===== config.mk =====
export PLATFORM = sky130hd
export DESIGN_NAME = game_timer_ctrl_flat
export DESIGN_NICKNAME = d
export VERILOG_FILES = /design/src/rtl/game_timer_ctrl_if.sv /design/src/rtl/game_timer_ctrl.sv /design/src/flat_wrapper.sv
export SDC_FILE = /design/constraint.sdc
export NUM_CORES = 1
export LEC_CHECK = 0
export ABC_AREA = 1
export BUFFER_PORTS_ARGS = -buffer_cell sky130_fd_sc_hd__buf_4
export CAP_MARGIN = 20
export CELL_PAD_IN_SITES_DETAIL_PLACEMENT = 0
export CELL_PAD_IN_SITES_GLOBAL_PLACEMENT = 1
export CORE_MARGIN = 5
export CORE_UTILIZATION = 44
export DETAILED_ROUTE_END_ITERATION = 7
export GPL_ROUTABILITY_DRIVEN = 0
export PLACE_DENSITY = 0.89
export SLEW_MARGIN = 40
export SYNTH_ARGS = -nofsm -noshare
export SYNTH_HDL_FRONTEND = slang
export SYNTH_SLANG_ARGS = --single-unit
export TNS_END_PERCENT = 5

===== constraint.sdc =====
create_clock -name i_clk -period 7.8 [get_ports i_clk]
set_input_delay 0.39 -clock i_clk [delete_from_list [all_inputs] [get_ports i_clk]]
set_output_delay 0.39 -clock i_clk [all_outputs]
set_load 0.05 [all_outputs]

===== src/rtl/game_timer_ctrl_if.sv =====
// Control/status bundle for the game countdown timer.
// The master drives the one-cycle command pulses; the slave returns the timer status.
interface game_timer_ctrl_if;
  logic        i_start;
  logic        i_pause;
  logic        i_abort;
  logic        i_penalty;
  logic [20:0] o_time_left;
  logic [1:0]  o_state;
  logic        o_running;
  logic        o_warn;
  logic        o_tick;
  logic        o_game_over;

  modport master (
    output i_start, i_pause, i_abort, i_penalty,
    input  o_time_left, o_state, o_running, o_warn, o_tick, o_game_over
  );

  modport slave (
    input  i_start, i_pause, i_abort, i_penalty,
    output o_time_left, o_state, o_running, o_warn, o_tick, o_game_over
  );
endinterface


===== src/rtl/game_timer_ctrl.sv =====
// Game countdown timer: a prescaled tick countdown with pause/resume, penalties and expiry.
// All status outputs are registered and change together on the clock edge.
module game_timer_ctrl #(
  parameter int unsigned TICK_DIV = 5000,
  parameter int unsigned LIMIT    = 1800000,
  parameter int unsigned PENALTY  = 10000,
  parameter int unsigned WARN     = 100000
) (
  input  logic             i_clk,
  input  logic             i_rst_n,
  game_timer_ctrl_if.slave io_tmr
);

  localparam int unsigned TW = 21;
  localparam int unsigned PW = (TICK_DIV > 1) ? $clog2(TICK_DIV) : 1;
  localparam logic [TW-1:0] TL_LIMIT = TW'(LIMIT);
  localparam logic [PW-1:0] PS_LAST  = PW'(TICK_DIV - 1);

  typedef enum logic [1:0] {
    ST_IDLE    = 2'b00,
    ST_RUN     = 2'b01,
    ST_PAUSE   = 2'b10,
    ST_EXPIRED = 2'b11
  } state_t;

  state_t        r_state;
  state_t        w_state_nxt;
  logic [TW-1:0] r_time_left;
  logic [TW-1:0] w_time_left_nxt;
  logic [PW-1:0] r_presc;
  logic [PW-1:0] w_presc_nxt;
  logic          r_running;
  logic          w_running_nxt;
  logic          r_warn;
  logic          w_warn_nxt;
  logic          r_tick;
  logic          w_tick_nxt;
  logic          r_game_over;
  logic          w_game_over_nxt;

  logic          w_tick_en;
  logic [TW-1:0] w_pen_result;

  // Tick strobe and saturating penalty result, both from current registered state.
  always_comb begin
    w_tick_en    = (r_state == ST_RUN) && (r_presc == PS_LAST);
    w_pen_result = '0;
    if (32'(r_time_left) > PENALTY) begin
      w_pen_result = r_time_left - TW'(PENALTY);
    end
  end

  // State register and all registered outputs.
  always_ff @(posedge i_clk) begin
    if (!i_rst_n) begin
      r_state     <= ST_IDLE;
      r_time_left <= TL_LIMIT;
      r_presc     <= '0;
      r_running   <= 1'b0;
      r_warn      <= 1'b0;
      r_tick      <= 1'b0;
      r_game_over <= 1'b0;
    end else begin
      r_state     <= w_state_nxt;
      r_time_left <= w_time_left_nxt;
      r_presc     <= w_presc_nxt;
      r_running   <= w_running_nxt;
      r_warn      <= w_warn_nxt;
      r_tick      <= w_tick_nxt;
      r_game_over <= w_game_over_nxt;
    end
  end

  // Next-state logic: abort wins outright; penalty masks a coincident tick, but
  // pause/start still steer the state unless the new time has reached zero.
  always_comb begin
    w_state_nxt     = r_state;
    w_time_left_nxt = r_time_left;
    w_tick_nxt      = 1'b0;
    w_game_over_nxt = 1'b0;

    if (io_tmr.i_abort) begin
      w_state_nxt     = ST_IDLE;
      w_time_left_nxt = TL_LIMIT;
    end else begin
      case (r_state)
        ST_IDLE: begin
          w_time_left_nxt = TL_LIMIT;
          if (io_tmr.i_start) begin
            w_state_nxt = ST_RUN;
          end
        end
        ST_RUN, ST_PAUSE: begin
          if (io_tmr.i_penalty) begin
            w_time_left_nxt = w_pen_result;
          end else if (w_tick_en) begin
            w_time_left_nxt = r_time_left - TW'(1);
            w_tick_nxt      = 1'b1;
          end

          if (w_time_left_nxt == '0) begin
            w_state_nxt     = ST_EXPIRED;
            w_game_over_nxt = 1'b1;
          end else if ((r_state == ST_RUN) && io_tmr.i_pause) begin
            w_state_nxt = ST_PAUSE;
          end else if ((r_state == ST_PAUSE) && io_tmr.i_start) begin
            w_state_nxt = ST_RUN;
          end
        end
        ST_EXPIRED: begin
          w_time_left_nxt = '0;
        end
        default: begin
          w_state_nxt     = ST_IDLE;
          w_time_left_nxt = TL_LIMIT;
        end
      endcase
    end
  end

  // Prescaler counts only while running, holds through a pause, clears otherwise.
  always_comb begin
    w_presc_nxt = r_presc;
    if ((w_state_nxt == ST_IDLE) || (w_state_nxt == ST_EXPIRED)) begin
      w_presc_nxt = '0;
    end else if (r_state == ST_RUN) begin
      w_presc_nxt = w_tick_en ? '0 : r_presc + PW'(1);
    end
  end

  // Status flags derived from the values about to be registered.
  always_comb begin
    w_running_nxt = (w_state_nxt == ST_RUN);
    w_warn_nxt    = w_running_nxt && (w_time_left_nxt != '0) &&
                    (32'(w_time_left_nxt) <= WARN);
  end

  assign io_tmr.o_time_left = r_time_left;
  assign io_tmr.o_state     = r_state;
  assign io_tmr.o_running   = r_running;
  assign io_tmr.o_warn      = r_warn;
  assign io_tmr.o_tick      = r_tick;
  assign io_tmr.o_game_over = r_game_over;

endmodule


===== src/flat_wrapper.sv =====
// flat-port wrapper written by rule: the top's interface ports become plain ports
module game_timer_ctrl_flat 
#(
  parameter int unsigned TICK_DIV = 5000,
  parameter int unsigned LIMIT    = 1800000,
  parameter int unsigned PENALTY  = 10000,
  parameter int unsigned WARN     = 100000
)
  (i_clk, i_rst_n, io_tmr_i_start, io_tmr_i_pause, io_tmr_i_abort, io_tmr_i_penalty, io_tmr_o_time_left, io_tmr_o_state, io_tmr_o_running, io_tmr_o_warn, io_tmr_o_tick, io_tmr_o_game_over);
  game_timer_ctrl_if io_tmr_i ();
  input  logic i_clk;
  input  logic i_rst_n;
  input wire logic [$bits(io_tmr_i.i_start)-1:0] io_tmr_i_start;
  input wire logic [$bits(io_tmr_i.i_pause)-1:0] io_tmr_i_pause;
  input wire logic [$bits(io_tmr_i.i_abort)-1:0] io_tmr_i_abort;
  input wire logic [$bits(io_tmr_i.i_penalty)-1:0] io_tmr_i_penalty;
  output wire logic [$bits(io_tmr_i.o_time_left)-1:0] io_tmr_o_time_left;
  output wire logic [$bits(io_tmr_i.o_state)-1:0] io_tmr_o_state;
  output wire logic [$bits(io_tmr_i.o_running)-1:0] io_tmr_o_running;
  output wire logic [$bits(io_tmr_i.o_warn)-1:0] io_tmr_o_warn;
  output wire logic [$bits(io_tmr_i.o_tick)-1:0] io_tmr_o_tick;
  output wire logic [$bits(io_tmr_i.o_game_over)-1:0] io_tmr_o_game_over;
  assign io_tmr_i.i_start = io_tmr_i_start;
  assign io_tmr_i.i_pause = io_tmr_i_pause;
  assign io_tmr_i.i_abort = io_tmr_i_abort;
  assign io_tmr_i.i_penalty = io_tmr_i_penalty;
  assign io_tmr_o_time_left = io_tmr_i.o_time_left;
  assign io_tmr_o_state = io_tmr_i.o_state;
  assign io_tmr_o_running = io_tmr_i.o_running;
  assign io_tmr_o_warn = io_tmr_i.o_warn;
  assign io_tmr_o_tick = io_tmr_i.o_tick;
  assign io_tmr_o_game_over = io_tmr_i.o_game_over;
  game_timer_ctrl #(.TICK_DIV(TICK_DIV), .LIMIT(LIMIT), .PENALTY(PENALTY), .WARN(WARN)) u_core (.i_clk(i_clk), .i_rst_n(i_rst_n), .io_tmr(io_tmr_i));
endmodule

# Yosys cells after proc, flatten, opt, wreduce, memory -nomap -nowiden

Index checks and enable logic that the tools add are counted.

Bitwise gates (word level): 2
Magnitude comparators: 2
Equal/unequal tests: 6
Multipliers: 0
Shift operators: 0
Reductions and logical operators: 14
Div/mod/pow operators: 0
Add/sub/neg operators: 3
Multiplexer cells: 16

Operators by type and width:

| kind                                                                    | count |
|---|---|
| 21-bit 2-to-1 mux                                                       | 6 |
| 21-bit case mux with 3 select lines                                     | 1 |
| 21-bit by 14-bit > comparator with 1-bit output, second input constant  | 1 |
| 21-bit by 17-bit <= comparator with 1-bit output, second input constant | 1 |
| 21-bit logical NOT                                                      | 1 |
| 21-bit nonzero test                                                     | 1 |
| 21-bit by 1-bit subtractor with 21-bit output, second input constant    | 1 |
| 21-bit by 14-bit subtractor with 21-bit output, second input constant   | 1 |
| 13-bit by 1-bit adder with 13-bit output, second input constant         | 1 |
| 13-bit == test, second input constant                                   | 1 |
| 13-bit 2-to-1 mux                                                       | 1 |
| 2-bit 2-to-1 mux                                                        | 5 |
| 2-bit == test, second input constant                                    | 3 |
| 1-bit logical AND                                                       | 5 |
| 2-bit by 1-bit == test with 1-bit output, second input constant         | 2 |
| 2-bit logical NOT                                                       | 2 |
| 2-bit case mux with 2 select lines                                      | 1 |
| 2-bit OR reduction                                                      | 2 |
| 4-bit OR reduction                                                      | 1 |
| 3-bit OR reduction                                                      | 1 |
| 1-bit 2-to-1 mux                                                        | 2 |
| 1-bit NOT                                                               | 2 |
| 1-bit logical OR                                                        | 1 |

ROM bits: 0
Memory bits (writable): 0
Latch bits: 0
Output and inout bits: 27
Flip-flop bits (word level): 40
Word-level logic and storage cells: 50
Memories kept: 0
Input bits: 6

# Longest topological paths before layout

Word-level depth: 13
Depth in mapped cells: 29

# Least setup slack after synthesis

No wires, ideal clock.

Path kind: reg2reg
From: reg u_core.r_state[0], in the netlist u_core.io_tmr.o_state[0]
To: reg u_core.r_presc[0]
Setup slack: 4.274 ns
Data arrival time: 3.439 ns
Cell stages (with the launch flop): 28
Library setup time: 0.087 ns
Cells stage by stage: dfxtp_1 > ha_1 > inv_2 > nor2_8 > nand3_4 > nor2_8 > nand2_4 > inv_2 > nand2_1 > nand2_1 > inv_1 > nand2_1 > nand2_2 > nor2_1 > nand2_1 > nor2_2 > nand3_2 > nand2_1 > nand2_1 > nand2_1 > nand2_1 > inv_1 > ha_1 > nor2_1 > inv_1 > nor2_1 > inv_1 > o31ai_1

Word-level cells in the longest chain between the ends: 13
Elaborated cells on any way between the ends: 23
Those cells by class: eq/ne: 3; mux: 11; reduce/logical: 9

Ends and longest elaborated chain:

| item                                                      | RTL line                                                             | RTL |
|---|---|---|
| from (decl)                                               | game_timer_ctrl.sv:26                                                | `state_t r_state;` |
| from (signal assigned)                                    | game_timer_ctrl.sv:64                                                | `r_state <= w_state_nxt;` |
| 2-bit by 1-bit == test with 1-bit output                  | game_timer_ctrl.sv:46, game_timer_ctrl.sv:86, game_timer_ctrl.sv:104 |  |
| 1-bit logical AND                                         | game_timer_ctrl.sv:46                                                | `w_tick_en = (r_state == ST_RUN) && (r_presc == PS_LAST);` |
| 21-bit 2-to-1 mux                                         | game_timer_ctrl.sv:96                                                | `end else if (w_tick_en) begin` |
| 21-bit 2-to-1 mux                                         | game_timer_ctrl.sv:94                                                | `if (io_tmr.i_penalty) begin` |
| 21-bit 2-to-1 mux                                         | game_timer_ctrl.sv:86                                                | `case (r_state)` |
| 21-bit 2-to-1 mux                                         | game_timer_ctrl.sv:82                                                | `if (io_tmr.i_abort) begin` |
| 21-bit logical NOT                                        | game_timer_ctrl.sv:101                                               | `if (w_time_left_nxt == '0) begin` |
| 2-bit 2-to-1 mux                                          | game_timer_ctrl.sv:101                                               |  |
| 2-bit case mux with 2 select lines *                      | game_timer_ctrl.sv:86                                                |  |
| 2-bit 2-to-1 mux *                                        | game_timer_ctrl.sv:82                                                |  |
| via u_core.w_state_nxt[0]                                 | game_timer_ctrl.sv:27                                                | `state_t w_state_nxt;` |
| 2-bit == test / 2-bit logical NOT (equally long branches) | game_timer_ctrl.sv:124                                               | `if ((w_state_nxt == ST_IDLE) \|\| (w_state_nxt == ST_EXPIRED)) begin` |
| 1-bit logical OR *                                        | game_timer_ctrl.sv:124                                               |  |
| 2-bit OR reduction (no line) *                            | -                                                                    |  |
| to (signal assigned)                                      | game_timer_ctrl.sv:66                                                | `r_presc <= w_presc_nxt;` |
| to (decl)                                                 | game_timer_ctrl.sv:30                                                | `logic [PW-1:0] r_presc;` |

The timed path passes the listed nets; every way through them passes the cells marked *. The select of a mux whose other input is x is not followed.
A chain may end at the register's enable or synchronous reset.

# Worst setup path in the final report

From: reg u_core.r_state[1], in the netlist u_core.io_tmr.o_state[1]
To: reg u_core.r_presc[0]

Same word-level chain as after synthesis.

==> out/qor.txt <==
Status: complete, no violations
Fill cells: 873
RSZ-0062 raised after global routing: no
Worst Setup Start Kind: flop
Clock power frac: 39.3%
Starting Density: 44.7%
Die width: 98.4 um
Post-synth top area share: 23.3%
Area after DPL: 3770 um2
Worst setup EP type: flop
Syn Nets: 630
Clk root buf: clkbuf_8
Antenna violations before repair: 0
Final Net Count: 661
Synth async-reset ratio: 0%
Share of the clock period used by the worst path: 54.9%
Cell leakage power: 0.00185 uW
Via density per instance: 5.29
Mean Syn Cell Area: 5.62 um2
CP delay by family, top: simple AND/OR/NAND/NOR gates
Final setup fails: 0
Clock period minus worst slack: 4.28 ns
Final instance area: 3880 um2
Number of synthesized register bits: 40
Layout area overhead: 12.9%
Yosys warns: 0
Synth area leader: dfxtp_1
Clock Latency Late Sink: 0.29 ns
Critical-path cell list: inv_1 -> ha_1 -> nand3_1 -> nor2_1 -> nand3_1 -> nor2_2 -> nand3_1 -> nand2_1 -> nand2_1 -> a21oi_1 -> nand2_1 -> nor2_1 -> nand3_2 -> nand2_1 -> nand2_1 -> nand2_1 -> nand2_1 -> inv_1 -> ha_1 -> nor2_1 -> inv_1 -> nor2_1 -> inv_1 -> o31ai_1
Psw: 121 uW
Antenna Cells: 0
Setup TNS Final: 0 ns
Clk_skew: 0.00622 ns
Total setup buffers inserted after CTS: 0
Most numerous cell on the critical path: nand2_1
Fraction of power consumed by sequential logic: 47.9%
Hold Vio Cnt, Final: 0
Syn Inst Count: 612
Die height: 98.4 um
Critical-path top delay cell: nor2_1
Rows: 32
Max capacitance violation total: 0
Worst-Margin Slew: 0.847 ns
Clk sinks: 40
H-tree depth: 2
Worst-path clk slew: 0.08 ns
Tot Pwr: 438 uW
CP bufs+invs: 4
First-pass DRT Iterations: 5
CTS resizes: 0
Worst endpoint required time: 8.00 ns
Post-Route WL: 10900 um
Distinct cells, synth: 33
CP Max Fanout: 9
Post-Syn Area: 3440 um2
Die Area: 9690 um2
Via count: 3949
CTS buffer count: 5
Combinational fraction of design power: 12.9%
Ys flop type: dfxtp_1
First-pass GRT wire length: 17400 um
Arr. time, crit path: 4.48 ns
PortBufs: 32
Post-layout util: 50.5%
CP peak stage delay: 0.44 ns
Top-count cell post-synth: nand2_1
Vias in the first global route: 3556
Post-synth EDFFs: 0
Grt total ovfl: 0
Top post-synthesis cells by area: dfxtp_1 23%, nand2_1 22%, nor2_1 12%
Slew HR: 43.2%
Commonest cells in the netlist: 205 x nand2_1, 106 x nor2_1, 63 x inv_1, 57 x nand3_1, 40 x dfxtp_1
Hold Buf Count CTS: 0
Buffer depth of the longest clock path: 2
Max-slew violation count: 0
Boundary Pins: 33
Iter 0 DRT Violations: 306
TritonCTS clock tree: built
Remaining DRCs: 0
Antenna Nets Post-Route: 0
Core ar.: 7690 um2
Pwr Density: 113 nW/um2
Largest net degree at the start of global routing: 27
Min-delay worst type: in2reg
Setup CP Type: reg2reg
Peak VDD IR: 0.0796 mV
Int Power: 317 uW
Layout cells sized above 1: 11.8%
Sequential fraction of the synthesis area: 23.3%
DPL Wire Length: 8690 um
WL/cell: 14.6 um
Switching Fraction: 27.6%
Global-route usage over all layers: 22.0%
FMAX: 233 MHz
worst reg2reg max path: stages (launching register included):
cell,delay (ns)
dfxtp_1,0.37
inv_1,0.15
ha_1,0.33
nand3_1,0.14
nor2_1,0.30
nand3_1,0.14
nor2_2,0.22
nand3_1,0.10
nand2_1,0.07
nand2_1,0.05
a21oi_1,0.29
nand2_1,0.09
nor2_1,0.19
nand3_2,0.13
nand2_1,0.08
nand2_1,0.05
nand2_1,0.06
nand2_1,0.07
inv_1,0.07
ha_1,0.22
nor2_1,0.16
inv_1,0.12
nor2_1,0.44
inv_1,0.12
o31ai_1,0.25
power groups by stage:
stage | combinational [uW] | clock, uW | sequential [uW]
after floorplan | 34.4 | 0 | 218
after global placement | 55.0 | 0 | 214
after detailed placement | 54.7 | 0 | 214
after CTS | 55.0 | 175 | 209
after global routing | 62.0 | 185 | 210
final | 56.3 | 172 | 209
logic make-up after synthesis:
group	Yosys count	share of synthesized area, %
buf+inv	80	9.02
fa+ha+maj	12	4.37
compound gates	53	7.97
flops	40	23.3
xor+xnor	7	1.78
simple gates	420	53.6
area by class of cell:
| cell class | count | area [um2] | area share [%] |
|---|---|---|---|
| timing repair buffer | 33 | 248 | 6.38 |
| clock buffer | 5 | 68.8 | 1.77 |
| clock inverter | 3 | 42.5 | 1.10 |
| sequential | 40 | 801 | 20.6 |
| multi-input combinational | 492 | 2330 | 60.0 |
| tap | 102 | 128 | 3.29 |
| inverter | 71 | 267 | 6.86 |
registers in the layout, summed over array words and instances (netlist names):
signal and cells:
u_core.io_tmr.o_game_over 1, u_core.r_presc 13, u_core.io_tmr.o_warn 1, u_core.io_tmr.o_running 1, u_core.io_tmr.o_state 2, u_core.io_tmr.o_time_left 21
u_core.io_tmr.o_tick 1
placed cells by master (no fill, tap or decap), types with 11 or more instances in the layout:
master | Yosys | final
nand3_1 | 57 | 57
nand2_1 | 205 | 205
inv_1 | 63 | 63
dfxtp_1 | 40 | 40
buf_4 | 2 | 33
nor2_2 | 11 | 11
o21ai_0 | 17 | 17
a21oi_1 | 26 | 26
nor2_1 | 106 | 106
nand4_1 | 11 | 11
ha_1 | 12 | 12
per-layer routing:
metal | track usage, % | routed length, um | share of wire [%] | up-vias
met5 | 0 | 0 | 0 | -
met4 | 6.62 | 240 | 2.2 | 0
met3 | 3.61 | 718 | 6.6 | 23
met2 | 33.7 | 4650 | 43 | 157
met1 | 31.6 | 5250 | 48 | 1768
li1 | - | - | - | 2001
worst paths after layout:
path | from | slack (ns) | depth (start not counted) | endpoint
min | i_rst_n | 0.35 | 2 | u_core.io_tmr.o_time_left[8]
max | u_core.io_tmr.o_state[1] | 3.52 | 24 | u_core.r_presc[0]
min reg2reg | u_core.r_presc[1] | 0.49 | 2 | u_core.r_presc[1]
max reg2reg | u_core.io_tmr.o_state[1] | 3.52 | 24 | u_core.r_presc[0]
stage by stage:
| stage | worst slack [ns] | instances | hold slack [ns] |
|---|---|---|---|
| 5_1_grt | 3.10 | 746 | 0.373 |
| 6_report | 3.52 | 746 | 0.353 |
| 3_3_place_gp | 3.75 | 738 | 0.474 |
| 4_1_cts | 3.55 | 746 | 0.348 |
| 2_1_floorplan | 4.27 | 612 | 0.443 |
| 3_5_place_dp | 3.58 | 738 | 0.478 |
(Power assumes the default switching activity.)
